$ cat config.mk
export PLATFORM = sky130hd
export DESIGN_NAME = cross_bar_decoder_1xn_flat
export DESIGN_NICKNAME = d
export VERILOG_FILES = /design/src/rtl/cross_bar_decoder_1xn_if.sv /design/src/rtl/cross_bar_decoder_1xn.sv /design/src/flat_wrapper.sv
export SDC_FILE = /design/constraint.sdc
export NUM_CORES = 1
export LEC_CHECK = 0
export ABC_CLOCK_PERIOD_IN_PS = 5100
export CORE_MARGIN = 3
export CORE_UTILIZATION = 46
export DETAILED_ROUTE_END_ITERATION = 10
export GPL_TIMING_DRIVEN = 0
export PLACE_DENSITY_LB_ADDON = 0.05
export RECOVER_POWER = 25
export SLEW_MARGIN = 20
export SYNTH_ARGS = -nofsm -noshare
export SYNTH_HDL_FRONTEND = slang
export SYNTH_SLANG_ARGS = --single-unit
$ cat constraint.sdc
create_clock -name aclk -period 5.1 [get_ports aclk]
set_input_delay 0.765 -clock aclk [delete_from_list [all_inputs] [get_ports aclk]]
set_output_delay 0.765 -clock aclk [all_outputs]
set_load 0.01 [all_outputs]
$ cat src/rtl/cross_bar_decoder_1xn_if.sv
// AXI-Stream bundle for the 1xN packet router: one input stream and CHANNEL_NO
// output streams. The router uses the slave view; the traffic source/sink uses master.
interface cross_bar_decoder_1xn_if #(
  parameter int SSEL_WIDTH = 2,
  parameter int CHANNEL_NO = 2**SSEL_WIDTH,
  parameter int DATA_WIDTH = 32
);
  logic [DATA_WIDTH-1:0]                  s_axis_tdata;
  logic                                   s_axis_tvalid;
  logic                                   s_axis_tlast;
  logic [SSEL_WIDTH-1:0]                  s_axis_tdest;
  logic                                   s_axis_tready;
  logic [CHANNEL_NO-1:0][DATA_WIDTH-1:0]  m_axis_tdata;
  logic [CHANNEL_NO-1:0]                  m_axis_tvalid;
  logic [CHANNEL_NO-1:0]                  m_axis_tlast;
  logic [CHANNEL_NO-1:0]                  m_axis_tready;

  modport slave (
    input  s_axis_tdata, s_axis_tvalid, s_axis_tlast, s_axis_tdest,
    output s_axis_tready,
    output m_axis_tdata, m_axis_tvalid, m_axis_tlast,
    input  m_axis_tready
  );

  modport master (
    output s_axis_tdata, s_axis_tvalid, s_axis_tlast, s_axis_tdest,
    input  s_axis_tready,
    input  m_axis_tdata, m_axis_tvalid, m_axis_tlast,
    output m_axis_tready
  );
endinterface

$ cat src/rtl/cross_bar_decoder_1xn.sv
// Fan-out packet router: steers whole AXI-Stream packets to one of CHANNEL_NO outputs
// through a 2-entry FIFO; packets to a non-existent channel are swallowed and flagged.
module cross_bar_decoder_1xn #(
  parameter int SSEL_WIDTH = 2,
  parameter int CHANNEL_NO = 2**SSEL_WIDTH,
  parameter int DATA_WIDTH = 32
) (
  input  logic                    aclk,
  input  logic                    areset,
  cross_bar_decoder_1xn_if.slave  axis,
  output logic                    drop_pkt
);

  localparam logic [SSEL_WIDTH:0] CH_LIMIT = (SSEL_WIDTH+1)'(CHANNEL_NO);

  typedef enum logic [1:0] {
    ST_IDLE  = 2'd0,
    ST_ROUTE = 2'd1,
    ST_DROP  = 2'd2
  } state_t;

  state_t                                state_q, state_d;
  logic [SSEL_WIDTH-1:0]                 dest_q, dest_d;
  logic [1:0]                            count_q, count_d;
  logic                                  wr_ptr_q, wr_ptr_d;
  logic                                  rd_ptr_q, rd_ptr_d;
  logic [1:0][DATA_WIDTH-1:0]            mem_data_q, mem_data_d;
  logic [1:0]                            mem_last_q, mem_last_d;
  logic [1:0][SSEL_WIDTH-1:0]            mem_dest_q, mem_dest_d;
  logic                                  tready_q, tready_d;
  logic                                  drop_q, drop_d;
  logic [CHANNEL_NO-1:0]                 tvalid_q, tvalid_d;
  logic [CHANNEL_NO-1:0]                 tlast_q, tlast_d;
  logic [CHANNEL_NO-1:0][DATA_WIDTH-1:0] tdata_q, tdata_d;
  logic                                  s_hs_s;
  logic                                  push_s;
  logic                                  pop_s;

  // Input FSM, FIFO bookkeeping, and next values of every registered output.
  // Outputs are registered copies of the head entry computed from next-state values,
  // so they equal the head decode of the current registers without any ready path.
  always_comb begin
    state_d    = state_q;
    dest_d     = dest_q;
    drop_d     = 1'b0;
    push_s     = 1'b0;
    s_hs_s     = axis.s_axis_tvalid && tready_q;
    pop_s      = (count_q != 2'd0) && (|(tvalid_q & axis.m_axis_tready));
    mem_data_d = mem_data_q;
    mem_last_d = mem_last_q;
    mem_dest_d = mem_dest_q;
    count_d    = count_q;

    case (state_q)
      ST_IDLE: begin
        if (axis.s_axis_tvalid) begin
          if ({1'b0, axis.s_axis_tdest} < CH_LIMIT) begin
            dest_d  = axis.s_axis_tdest;
            state_d = ST_ROUTE;
          end else begin
            state_d = ST_DROP;
          end
        end else begin
          state_d = ST_IDLE;
        end
      end
      ST_ROUTE: begin
        if (s_hs_s) begin
          push_s = 1'b1;
          if (axis.s_axis_tlast) begin
            state_d = ST_IDLE;
          end else begin
            state_d = ST_ROUTE;
          end
        end else begin
          state_d = ST_ROUTE;
        end
      end
      ST_DROP: begin
        if (s_hs_s && axis.s_axis_tlast) begin
          state_d = ST_IDLE;
          drop_d  = 1'b1;
        end else begin
          state_d = ST_DROP;
        end
      end
      default: begin
        state_d = ST_IDLE;
      end
    endcase

    if (push_s) begin
      mem_data_d[wr_ptr_q] = axis.s_axis_tdata;
      mem_last_d[wr_ptr_q] = axis.s_axis_tlast;
      mem_dest_d[wr_ptr_q] = dest_q;
    end else begin
      mem_data_d = mem_data_q;
    end

    wr_ptr_d = wr_ptr_q ^ push_s;
    rd_ptr_d = rd_ptr_q ^ pop_s;

    case ({push_s, pop_s})
      2'b10:   count_d = count_q + 2'd1;
      2'b01:   count_d = count_q - 2'd1;
      default: count_d = count_q;
    endcase

    tready_d = ((state_d == ST_ROUTE) && (count_d != 2'd2)) || (state_d == ST_DROP);

    for (int i = 0; i < CHANNEL_NO; i++) begin
      tvalid_d[i] = (count_d != 2'd0) && (mem_dest_d[rd_ptr_d] == SSEL_WIDTH'(i));
      tlast_d[i]  = tvalid_d[i] && mem_last_d[rd_ptr_d];
      tdata_d[i]  = mem_data_d[rd_ptr_d];
    end
  end

  // State, FIFO storage and output registers; reset flushes any in-flight packet.
  always_ff @(posedge aclk or posedge areset) begin
    if (areset) begin
      state_q    <= ST_IDLE;
      dest_q     <= '0;
      count_q    <= 2'd0;
      wr_ptr_q   <= 1'b0;
      rd_ptr_q   <= 1'b0;
      mem_data_q <= '0;
      mem_last_q <= 2'b00;
      mem_dest_q <= '0;
      tready_q   <= 1'b0;
      drop_q     <= 1'b0;
      tvalid_q   <= '0;
      tlast_q    <= '0;
      tdata_q    <= '0;
    end else begin
      state_q    <= state_d;
      dest_q     <= dest_d;
      count_q    <= count_d;
      wr_ptr_q   <= wr_ptr_d;
      rd_ptr_q   <= rd_ptr_d;
      mem_data_q <= mem_data_d;
      mem_last_q <= mem_last_d;
      mem_dest_q <= mem_dest_d;
      tready_q   <= tready_d;
      drop_q     <= drop_d;
      tvalid_q   <= tvalid_d;
      tlast_q    <= tlast_d;
      tdata_q    <= tdata_d;
    end
  end

  assign axis.s_axis_tready = tready_q;
  assign axis.m_axis_tvalid = tvalid_q;
  assign axis.m_axis_tlast  = tlast_q;
  assign axis.m_axis_tdata  = tdata_q;
  assign drop_pkt           = drop_q;

endmodule

$ cat src/flat_wrapper.sv
// flat-port wrapper written by rule: the top's interface ports become plain ports
module cross_bar_decoder_1xn_flat 
#(
  parameter int SSEL_WIDTH = 2,
  parameter int CHANNEL_NO = 2**SSEL_WIDTH,
  parameter int DATA_WIDTH = 32
)
  (aclk, areset, drop_pkt, axis_s_axis_tdata, axis_s_axis_tvalid, axis_s_axis_tlast, axis_s_axis_tdest, axis_s_axis_tready, axis_m_axis_tdata, axis_m_axis_tvalid, axis_m_axis_tlast, axis_m_axis_tready);
  cross_bar_decoder_1xn_if #(.SSEL_WIDTH(SSEL_WIDTH), .CHANNEL_NO(CHANNEL_NO), .DATA_WIDTH(DATA_WIDTH)) axis_i ();
  input  logic aclk;
  input  logic areset;
  output logic drop_pkt;
  input wire logic [$bits(axis_i.s_axis_tdata)-1:0] axis_s_axis_tdata;
  input wire logic [$bits(axis_i.s_axis_tvalid)-1:0] axis_s_axis_tvalid;
  input wire logic [$bits(axis_i.s_axis_tlast)-1:0] axis_s_axis_tlast;
  input wire logic [$bits(axis_i.s_axis_tdest)-1:0] axis_s_axis_tdest;
  output wire logic [$bits(axis_i.s_axis_tready)-1:0] axis_s_axis_tready;
  output wire logic [$bits(axis_i.m_axis_tdata)-1:0] axis_m_axis_tdata;
  output wire logic [$bits(axis_i.m_axis_tvalid)-1:0] axis_m_axis_tvalid;
  output wire logic [$bits(axis_i.m_axis_tlast)-1:0] axis_m_axis_tlast;
  input wire logic [$bits(axis_i.m_axis_tready)-1:0] axis_m_axis_tready;
  assign axis_i.s_axis_tdata = axis_s_axis_tdata;
  assign axis_i.s_axis_tvalid = axis_s_axis_tvalid;
  assign axis_i.s_axis_tlast = axis_s_axis_tlast;
  assign axis_i.s_axis_tdest = axis_s_axis_tdest;
  assign axis_s_axis_tready = axis_i.s_axis_tready;
  assign axis_m_axis_tdata = axis_i.m_axis_tdata;
  assign axis_m_axis_tvalid = axis_i.m_axis_tvalid;
  assign axis_m_axis_tlast = axis_i.m_axis_tlast;
  assign axis_i.m_axis_tready = axis_m_axis_tready;
  cross_bar_decoder_1xn #(.SSEL_WIDTH(SSEL_WIDTH), .CHANNEL_NO(CHANNEL_NO), .DATA_WIDTH(DATA_WIDTH)) u_core (.aclk(aclk), .areset(areset), .axis(axis_i), .drop_pkt(drop_pkt));
endmodule
==> metrics.yaml, run 1 <==
final_cell_mix: "176 x clkdlybuf4s50_1, 120 x dfrtp_1, 99 x buf_4, 98 x mux2_2, 17 x clkbuf_16"
fin_setup_tns_ns: 0
dpl_cell_area_mm2: 0.00733
drt_first_pass_iters: 4
cts_tree: "yes"
fmax_mhz: 361
worstPathRequired_ns: 5.36
worst-path-buf-inv: 3
first_global_vias: 3523
whs_path_depth: 1
reg2reg_slack_ns: 2.85
clock-sinks: 120
final_area_mm2: 0.00794
clock_latency_ns: 0.40
syn_inst: 386
status: "finished with violations"
cp_slowest_stage_delay_ns: 0.59
reg2reg_to: "u_core.axis.m_axis_tlast[2]"
place_hpwl_um: 7630
cts-buffers-inserted: 17
grt.overflow.total: 0
skew_ns: 0.0184
end_kind: "flop"
fin_nets: 628
drt-total-wl_um: 10400
reg2reg_depth: 9
dieArea_mm2: 0.0129
antenna_found_initial: 0
grt_max_degree: 71
fillers: 790
drt_iter0_markers: 65
arrival_ns: 3.03
start_util_pct: 48.1
place_congestion: 0.676
yosysSeqAreaShare_pct: 56.4
power.leakage_nw: 3.54
cts_resized: 0
port_buffers: 179
crit_family: "buffers and inverters"
ys_types: 28
ys_warn_count: 0
grt_util_all_layers_pct: 16.6
wl_per_cell_um: 14.1
critPathKind: "input pin to flop"
grt_setup_unrepaired: "no"
cp_slowest_cell: "dlygate4sd3_1"
drcViolationCount: 0
dr_total_vias: 3427
setup_viol: 0
synthesis.area_mm2: 0.00533
fp.dieH_um: 114
coreArea_mm2: 0.0111
cts-root-buf: "clkbuf_16"
syn_nets: 429
drive_above_1_share_pct: 41.2
hold_path_end: "u_core.mem_data_q[41]"
via_per_inst: 4.65
post-route-min-period_ns: 2.77
layout_commonest_cell: "clkdlybuf4s50_1"
max-vdd-ir-drop_mv: 0.392
route.antenna.remaining_nets: 0
maxCapViolations: 1
yosys_register_bits: 120
postLayoutCoreUtil_pct: 71.7
start_kind: "input pin"
areaGrowthSynthToFinish_pct: 49.1
hp-start: "u_core.mem_data_q[41]"
post-route-period-util_pct: 54.2
path_clk_slew_ns: 0.05
drv_slew: 51
powerDensity_mw_per_mm2: 774
rows: 38
r2r_start: "u_core.state_q[1]"
pin_count: 180
maxSlewHeadroom_pct: -50.5
fp.dieW_um: 114
timing.critical_path.fanout_max: 5
worst_pin_slew_ns: 2.24
crit_chain: "dlygate4sd3_1 -> and4b_1 -> buf_6 -> inv_4 -> ha_1 -> nand2b_1 -> o21ai_0 -> a22oi_1 -> mux2i_1 -> nor3_1"
postCtsHoldBufs: 0
clockBufferDepth: 2
avgSynthCellArea_um2: 13.8
cts_setup_buffers: 0
diodes: 0
hold_viol: 0
hold_class: "flop to flop"
grt_pass1_wl_um: 17000
htreeDepth: 4
failed_checks: "max-capacitance violations, max-slew violations"
==> synth_stat cells <==
cell type / instances / area [µm²]
buf_4: 99 / 743
xnor2_1: 4 / 35.0
dfrtp_1: 120 / 3000
buf_2: 7 / 35.0
nor3b_1: 1 / 7.51
and2_1: 2 / 12.5
a211oi_1: 1 / 7.51
and3_1: 1 / 6.26
mux2_2: 98 / 1100
buf_6: 1 / 11.3
nor2_1: 5 / 18.8
or2b_1: 1 / 7.51
ha_1: 1 / 12.5
mux2_4: 6 / 90.1
a22oi_1: 4 / 30.0
a21oi_1: 1 / 5.00
mux2i_1: 3 / 30.0
nand2_4: 1 / 11.3
and4b_1: 1 / 10.0
nor3_1: 8 / 40.0
inv_4: 1 / 6.26
inv_1: 6 / 22.5
o211ai_1: 1 / 7.51
o21ai_0: 5 / 25.0
nand2b_1: 2 / 12.5
nand2_1: 2 / 7.51
nand3_1: 3 / 15.0
nor2_4: 1 / 11.3
==> layer usage <==
metal	track usage [%]	routed length (µm)	vias up
li1	-	-	1624
met1	19.9	4110	1683
met2	28.9	5520	116
met3	5.09	726	4
met4	4.81	54	0
met5	0	0	-
==> how the worst max path moves through the flow <==
| stage | startpoint | end | slack [ns] | cells after the start |
|---|---|---|---|---|
| 2_1_floorplan | areset | u_core.axis.m_axis_tdata[0] | 1.15 | 1 |
| 3_3_place_gp | areset | u_core.axis.m_axis_tdata[10] | -0.33 | 2 |
| 3_5_place_dp | axis_s_axis_tvalid | u_core.axis.m_axis_tlast[2] | 1.99 | 10 |
| 4_1_cts | axis_s_axis_tvalid | u_core.axis.m_axis_tlast[2] | 2.41 | 10 |
| 5_1_grt | axis_s_axis_tvalid | u_core.axis.m_axis_tlast[2] | 2.12 | 10 |
| 6_report | axis_s_axis_tvalid | u_core.axis.m_axis_tlast[2] | 2.33 | 10 |
==> flip-flops by register name, summed over array words and instances, names as in the netlist <==
register	count
u_core.axis.m_axis_tdata	32
u_core.axis.m_axis_tlast	4
u_core.axis.m_axis_tvalid	4
u_core.axis.s_axis_tready	1
u_core.count_q	2
u_core.dest_q	2
u_core.drop_pkt	1
u_core.mem_data_q	64
u_core.mem_dest_q	4
u_core.mem_last_q	2
u_core.rd_ptr_q	1
u_core.state_q	2
u_core.wr_ptr_q	1
==> kinds of logic after synthesis <==
kind of cell / count (synthesis) / synth area share, %
fa+ha+maj: 1 / 0.235
simple gates: 28 / 3.01
xor+xnor: 4 / 0.658
flops: 120 / 56.4
buf+inv: 114 / 15.4
mux: 107 / 23.0
compound gates: 12 / 1.41
==> cell type report <==
type                            count  area, µm²  share of cell area [%]
Clock inverter                     12        176                    2.22
Tap cell                          140        175                    2.21
Clock buffer                       19        443                    5.58
Timing Repair Buffer              180       1820                    22.9
Multi-Input combinational cell    152       1510                    19.0
Buffer                            107        790                    9.94
Inverter                            7       30.0                   0.378
Sequential cell                   120       3000                    37.8
==> worst register-to-register path, delay by kind of cell, from the launching register on <==
| kind | cells | cell delay, ns |
|---|---|---|
| AOI/OAI and AO/OA | 2 | 0.43 |
| adders and majority gates | 1 | 0.30 |
| buffers and inverters | 2 | 0.18 |
| and+or+nand+nor | 3 | 0.54 |
| DFF | 1 | 0.40 |
| muxes | 1 | 0.27 |
==> stage by stage <==
step	cells	total power [mW]	setup slack, ns	hold WS [ns]
3_5_place_dp	706	4.98	1.99	0.480
3_3_place_gp	705	4.88	-0.330	0.475
6_report	737	6.15	2.33	0.488
2_1_floorplan	386	3.58	1.15	0.444
5_1_grt	737	6.53	2.12	0.504
4_1_cts	737	6.24	2.41	0.491
==> power by group <==
part           leakage (nW)  total, mW  switching, mW  internal (mW)
combinational          1.80       3.24           1.16           2.08
sequential             1.44       1.68          0.246           1.44
clock                 0.299       1.22          0.397          0.826
total                  3.54       6.15           1.80           4.35
Power figures use the tool's default switching activity.
==> inputs of run 2 (changes only) <==
ABC_CLOCK_PERIOD_IN_PS = 2400   (was 5100)
CORE_UTILIZATION = 41   (was 46)
clock period = 2.4 ns   (was 5.1 ns; I/O delays follow)
==> run 2 against run 1 <==
Effect of this change: the run now ends clean; critical endpoint is now u_core.axis.m_axis_tlast[1]; first-iteration DRC count decreased by 6.2%; die area rose by 12%; sequential share of layout area fell by 0.19 points; power increased by 110%; clock skew fell by 0.014 ns; sequential power up 110%; critical path depth is 1 lower.
==> metrics.yaml, run 2 (synthesis results as in run 1) <==
p_total_mw: 13.0  # +110%
maxSlewHeadroom_pct: 6.74  # +57 points
largest_register_ffs: 64  # unchanged
fin_setup_tns_ns: 0  # unchanged
drcViolationCount: 0  # unchanged
fin_nets: 631  # +0.48%
dr_total_vias: 3427  # unchanged
first_global_vias: 3577  # +1.5%
worst_pin_slew_ns: 1.39  # -0.854 ns
path_clk_slew_ns: 0.05  # about the same
critPathKind: "flop to flop"
start_util_pct: 42.0  # -6.0 points
start_kind: "flop"
met1_length_um: 4060  # -1.2%
timing.critical_path.fanout_max: 5  # unchanged
status: "complete, no violations"
drt_iter0_markers: 61  # -6.2%
reg2reg_depth: 9  # unchanged
arrival_ns: 2.49  # -0.54 ns
drv_slew: 0  # -100%
antenna_found_initial: 0  # unchanged
clockBufferDepth: 2  # unchanged
hp-start: "axis_s_axis_tvalid"
grt_max_degree: 34  # -52%
dieArea_mm2: 0.0144  # +12%
hold_viol: 0  # unchanged
post-route-period-util_pct: 92.7
power.leakage_nw: 3.56  # +0.61%
fp.dieW_um: 120  # +5.6%
pin_count: 180  # unchanged
port_buffers: 179  # unchanged
r2r_start: "u_core.state_q[1]"
wl_met3_um: 748  # +3.0%
skew_ns: 0.00448  # -0.0140 ns
worstPathRequired_ns: 2.67  # -2.69 ns
hold_class: "input pin to flop"
diodes: 0  # unchanged
areaGrowthSynthToFinish_pct: 49.8
cts-buffers-inserted: 17  # unchanged
place_hpwl_um: 7970  # +4.4%
route.met2.wl_um: 5680  # +3.0%
layout_commonest_cell: "clkdlybuf4s50_1"
drive_above_1_share_pct: 41.9  # +0.72 points
hold_path_end: "u_core.drop_pkt"
top_layer: "met4"
cts-root-buf: "clkbuf_16"
drt-total-wl_um: 10700  # +2.5%
fp.dieH_um: 120  # +5.6%
clock_latency_ns: 0.41  # about the same
grt.overflow.total: 0  # unchanged
reg2reg_slack_ns: 0.18  # -2.67 ns
maxCapViolations: 0  # -1
htreeDepth: 4  # unchanged
drt_first_pass_iters: 4  # unchanged
cts_tree: "yes"
rows: 41  # +7.9%
wl_per_cell_um: 13.8  # -2.2%
grt_pass1_wl_um: 17600  # +3.7%
route.antenna.remaining_nets: 0  # unchanged
fmax_mhz: 450
place_congestion: 0.713  # +5.4%
coreArea_mm2: 0.0127  # +14%
reg2reg_to: "u_core.axis.m_axis_tlast[1]"
fillers: 1048  # +33%
post-route-min-period_ns: 2.22
clock-sinks: 120  # unchanged
largest_register: "u_core.mem_data_q"
end_kind: "flop"
final_cell_mix: "176 x clkdlybuf4s50_1, 120 x dfrtp_1, 100 x buf_4, 98 x mux2_2, 17 x clkbuf_16"
via_per_inst: 4.43  # -4.7%
whs_path_depth: 3  # +2
max-vdd-ir-drop_mv: 0.690  # +76%
powerDensity_mw_per_mm2: 1630  # +110%
grt_util_all_layers_pct: 15.8  # -0.82 points
setup_viol: 0  # unchanged
[run 2: cell count changes in the layout (fill, tap and decap cells not counted), moves of 2 or more]
cell        previous run  this run
clkinv_2               3         7
clkbuf_4               0         2
clkbuf_8               1         5
clkinvlp_4             2         0
clkinv_4               3         0
bufinv_16              4         2
[run 2: repair_timing]
item | CTS | global route
setup buffers | 0 | 1
endpoints found under the setup margin | 0 | 4
hold buffers | 0 | 0
gates resized for setup | 0 | 4
[run 2: layout make-up]
class / instances / area [µm²] / share of cell area, %
buffer: 107 / 790 / 9.89
inverter: 7 / 30.0 / 0.376
clock buffer: 23 / 498 / 6.24
multi-input combinational: 152 / 1520 / 19.0
timing repair buffer: 183 / 1840 / 23.0
sequential: 120 / 3000 / 37.6
clock inverter: 9 / 95.1 / 1.19
tap: 172 / 215 / 2.70
[run 2: through the flow]
step / worst slack (ns) / cell area (µm²) / instances / utilization (%) / hold WS, ns
after floorplan: 0.393 / 5330 / 386 / - / 0.444
after global placement: -0.490 / 7340 / 737 / 57.9 / 0.474
after detailed placement: -0.313 / 7400 / 740 / 58.4 / 0.480
after CTS: 0.115 / 7990 / 772 / 63.1 / 0.400
after global routing: -0.000892 / 7980 / 773 / 63.0 / 0.295
final: 0.176 / 7980 / 773 / 63.0 / 0.280
[run 2: layer usage]
layer	up-vias	track usage, %
met5	-	0
met4	0	7.09
met3	17	5.61
met2	111	27.7
met1	1673	17.2
li1	1626	-
[run 2: critical path, stage by stage, from the launching register on]
cell	delay, ns
dfrtp_1	0.40
and4b_1	0.27
buf_6	0.13
inv_4	0.05
ha_1	0.30
nand2b_1	0.18
o211ai_1	0.29
a22oi_2	0.14
mux2i_2	0.23
nor3_1	0.08
[run 2: worst max-delay path by stage]
stage	startpoint	end	slack (ns)
finish	u_core.state_q[1]	u_core.axis.m_axis_tlast[1]	0.18
global route	u_core.state_q[1]	u_core.axis.m_axis_tlast[1]	-0.0009
CTS	axis_s_axis_tvalid	u_core.axis.m_axis_tlast[1]	0.11
detailed placement	axis_s_axis_tvalid	u_core.axis.m_axis_tlast[1]	-0.31
global placement	areset	u_core.count_q[1]	-0.49
floorplan	u_core.state_q[1]	u_core.axis.m_axis_tlast[1]	0.39
[run 2: power by group]
part,internal [mW],switching (mW)
combinational,4.44,2.49
clock,1.65,0.819
sequential,3.05,0.519
total,9.14,3.83
==> inputs of run 3 (changes only) <==
CELL_PAD_IN_SITES_DETAIL_PLACEMENT = 0   (was default)
CELL_PAD_IN_SITES_GLOBAL_PLACEMENT = 1   (was default)
CORE_UTILIZATION = 33   (was 41)
GPL_ROUTABILITY_DRIVEN = 0   (was default)
==> run 3 against run 2 <==
Effect of this change: critical path depth increased by 1; clock skew increased by 0.0022 ns; sequential share of layout area decreased by 0.19 points; worst setup slack got worse by 0.025 ns; global-route usage decreased by 2.5 points; sequential power about the same; critical path type is now input pin to flop; largest cell class unchanged.
==> metrics.yaml, run 3 (synthesis results as in run 1) <==
clock_latency_ns: 0.41  # about the same
multiInputGateArea_mm2: 0.00151  # -0.58%
cts-root-buf: "clkbuf_16"
drt_first_pass_iters: 5  # +1
clockBufferDepth: 2  # unchanged
worst_pin_slew_ns: 1.14  # -0.253 ns
arrival_ns: 2.53  # +0.04 ns
critPathKind: "input pin to flop"
coreArea_mm2: 0.0155  # +22%
rows: 45  # +9.8%
drt_iter0_markers: 84  # +38%
start_util_pct: 34.4  # -7.6 points
grt_setup_unrepaired: "no"
p_sw_share_pct: 29.3  # -0.22 points
htreeDepth: 4  # unchanged
pin_count: 180  # unchanged
place_hpwl_um: 8170  # +2.5%
route.antenna.remaining_nets: 0  # unchanged
internal_power_mw: 9.28  # +1.6%
largest_register_ffs: 64  # unchanged
comb_power_share_pct: 52.4  # -1.0 points
cts_setup_buffers: 0  # unchanged
path_clk_slew_ns: 0.05  # about the same
timing.critical_path.fanout_max: 5  # unchanged
drv_slew: 0  # unchanged
r2r_start: "u_core.state_q[1]"
seqPwrFrac_pct: 27.3  # -0.2 points
cts-buffers-inserted: 17  # unchanged
fin_cells: 811  # +4.9%
drcViolationCount: 0  # unchanged
areaGrowthSynthToFinish_pct: 50.6
status: "complete, no violations"
port_buffers: 179  # unchanged
dr_total_vias: 3430  # +0.088%
fmax_mhz: 445  # -1.1%
diodes: 0  # unchanged
power.leakage_nw: 3.54  # -0.47%
drive_above_1_share_pct: 41.0  # -0.93 points
wl_per_cell_um: 13.9  # +0.50%
hp-start: "u_core.state_q[1]"
reg2reg_slack_ns: 0.19  # about the same
final_cell_mix: "177 x clkdlybuf4s50_1, 120 x dfrtp_1, 99 x buf_4, 98 x mux2_2, 17 x clkbuf_16"
p_clk_share_pct: 20.3  # +1.3 points
end_kind: "flop"
max-vdd-ir-drop_mv: 0.633  # -8.3%
p_total_mw: 13.1  # +1.2%
maxCapViolations: 0  # unchanged
reg2reg_depth: 9  # unchanged
whs_path_depth: 1  # -2
layout_commonest_cell: "clkdlybuf4s50_1"
first_global_vias: 3660  # +2.3%
post-route-min-period_ns: 2.25  # +0.0255 ns
finalWorstSetupSlack_ns: 0.150  # -0.0255 ns
grt_max_degree: 35  # +2.9%
fp.dieW_um: 133  # +11%
powerDensity_mw_per_mm2: 1640  # +0.73%
p_switching_mw: 3.85  # +0.49%
worstPathRequired_ns: 2.68  # about the same
hold_class: "flop to flop"
dp_cells: 779  # +5.3%
maxSlewHeadroom_pct: 23.7  # +17 points
drt-total-wl_um: 11200  # +5.4%
skew_ns: 0.00664  # +0.00216 ns
largest_register: "u_core.mem_data_q"
reg2reg_to: "u_core.axis.m_axis_tlast[1]"
start_kind: "input pin"
cts_tree: "yes"
setup_viol: 0  # unchanged
grt.overflow.total: 0  # unchanged
fillers: 1355  # +29%
fin_nets: 630  # -0.16%
seqCellArea_mm2: 0.00300  # unchanged
dieArea_mm2: 0.0177  # +23%
grt_pass1_wl_um: 18400  # +4.6%
antenna_found_initial: 0  # unchanged
via_per_inst: 4.23  # -4.6%
hold_viol: 0  # unchanged
clock-sinks: 120  # unchanged
fp.dieH_um: 133  # +11%
hold_path_end: "u_core.state_q[0]"
grt_util_all_layers_pct: 13.3  # -2.5 points
pre_cts_slack_ns: -0.336  # -0.0225 ns
post-route-period-util_pct: 93.7  # +1.1 points
run 3: cell count changes in the layout (fill, tap and decap cells not counted), moves of 2 or more:
cell       before  now
bufinv_16       2    4
clkbuf_1        1    4
clkbuf_2        0    3
clkbuf_4        2    0
clkbuf_8        5    3
clkinv_2        7    3
run 3: routing by layer:
layer | part of all wire [%] | wire length [µm] | up-vias | global-route usage (%)
met3 | 6.5 | 729 | 14 | 4.07
met4 | 1.5 | 168 | 0 | 6.24
met1 | 42 | 4700 | 1681 | 15.7
met5 | 0 | 0 | - | 0
met2 | 50 | 5650 | 121 | 22.1
li1 | - | - | 1614 | -
run 3: worst max path at each step:
stage / startpoint / endpoint / slack [ns] / cells after the start
final: axis_s_axis_tvalid / u_core.axis.m_axis_tlast[1] / 0.15 / 10
after global routing: axis_s_axis_tvalid / u_core.axis.m_axis_tlast[1] / 0.002 / 10
after CTS: axis_s_axis_tvalid / u_core.axis.m_axis_tlast[3] / 0.11 / 10
after detailed placement: axis_s_axis_tvalid / u_core.axis.m_axis_tlast[3] / -0.34 / 10
after global placement: areset / u_core.axis.m_axis_tdata[10] / -0.56 / 2
after floorplan: u_core.state_q[1] / u_core.axis.m_axis_tlast[1] / 0.39 / 9
run 3: cell type report:
class | instances | area share, %
Sequential cell | 120 | 37.4
Timing Repair Buffer | 182 | 22.5
Multi-Input combinational cell | 152 | 18.8
Buffer | 107 | 9.84
Clock buffer | 24 | 6.00
Tap cell | 211 | 3.29
Clock inverter | 8 | 1.78
Inverter | 7 | 0.374
run 3: timing repair:
item,4_1_cts,5_1_grt
resized for setup,0,1
hold buffers,0,0
setup endpoints to repair,0,4
run 3: critical path, stage by stage:
cell and delay [ns]:
clkdlybuf4s50_1 0.52, and4b_1 0.23, buf_6 0.13, inv_4 0.05, ha_1 0.30, nand2b_1 0.18
o211ai_1 0.26, a22oi_1 0.14, mux2i_1 0.28, nor3_1 0.09
run 3: power by group through the flow:
stage,clock (mW),combinational [mW],sequential [mW]
finish,2.66,6.88,3.59
global route,2.82,7.41,3.73
CTS,2.74,7.01,3.62
detailed placement,0,6.98,3.64
global placement,0,6.92,3.59
floorplan,0,3.96,3.64
run 3: stage by stage:
stage          hold WS, ns  setup TNS (ns)  utilization (%)  cell area [µm²]
2_1_floorplan        0.444               0                -             5330
3_3_place_gp         0.474          -72.68             47.7             7390
3_5_place_dp         0.477           -7.69             48.1             7450
4_1_cts              0.394               0             52.1             8070
5_1_grt              0.502               0             51.8             8020
6_report             0.484               0             51.8             8020
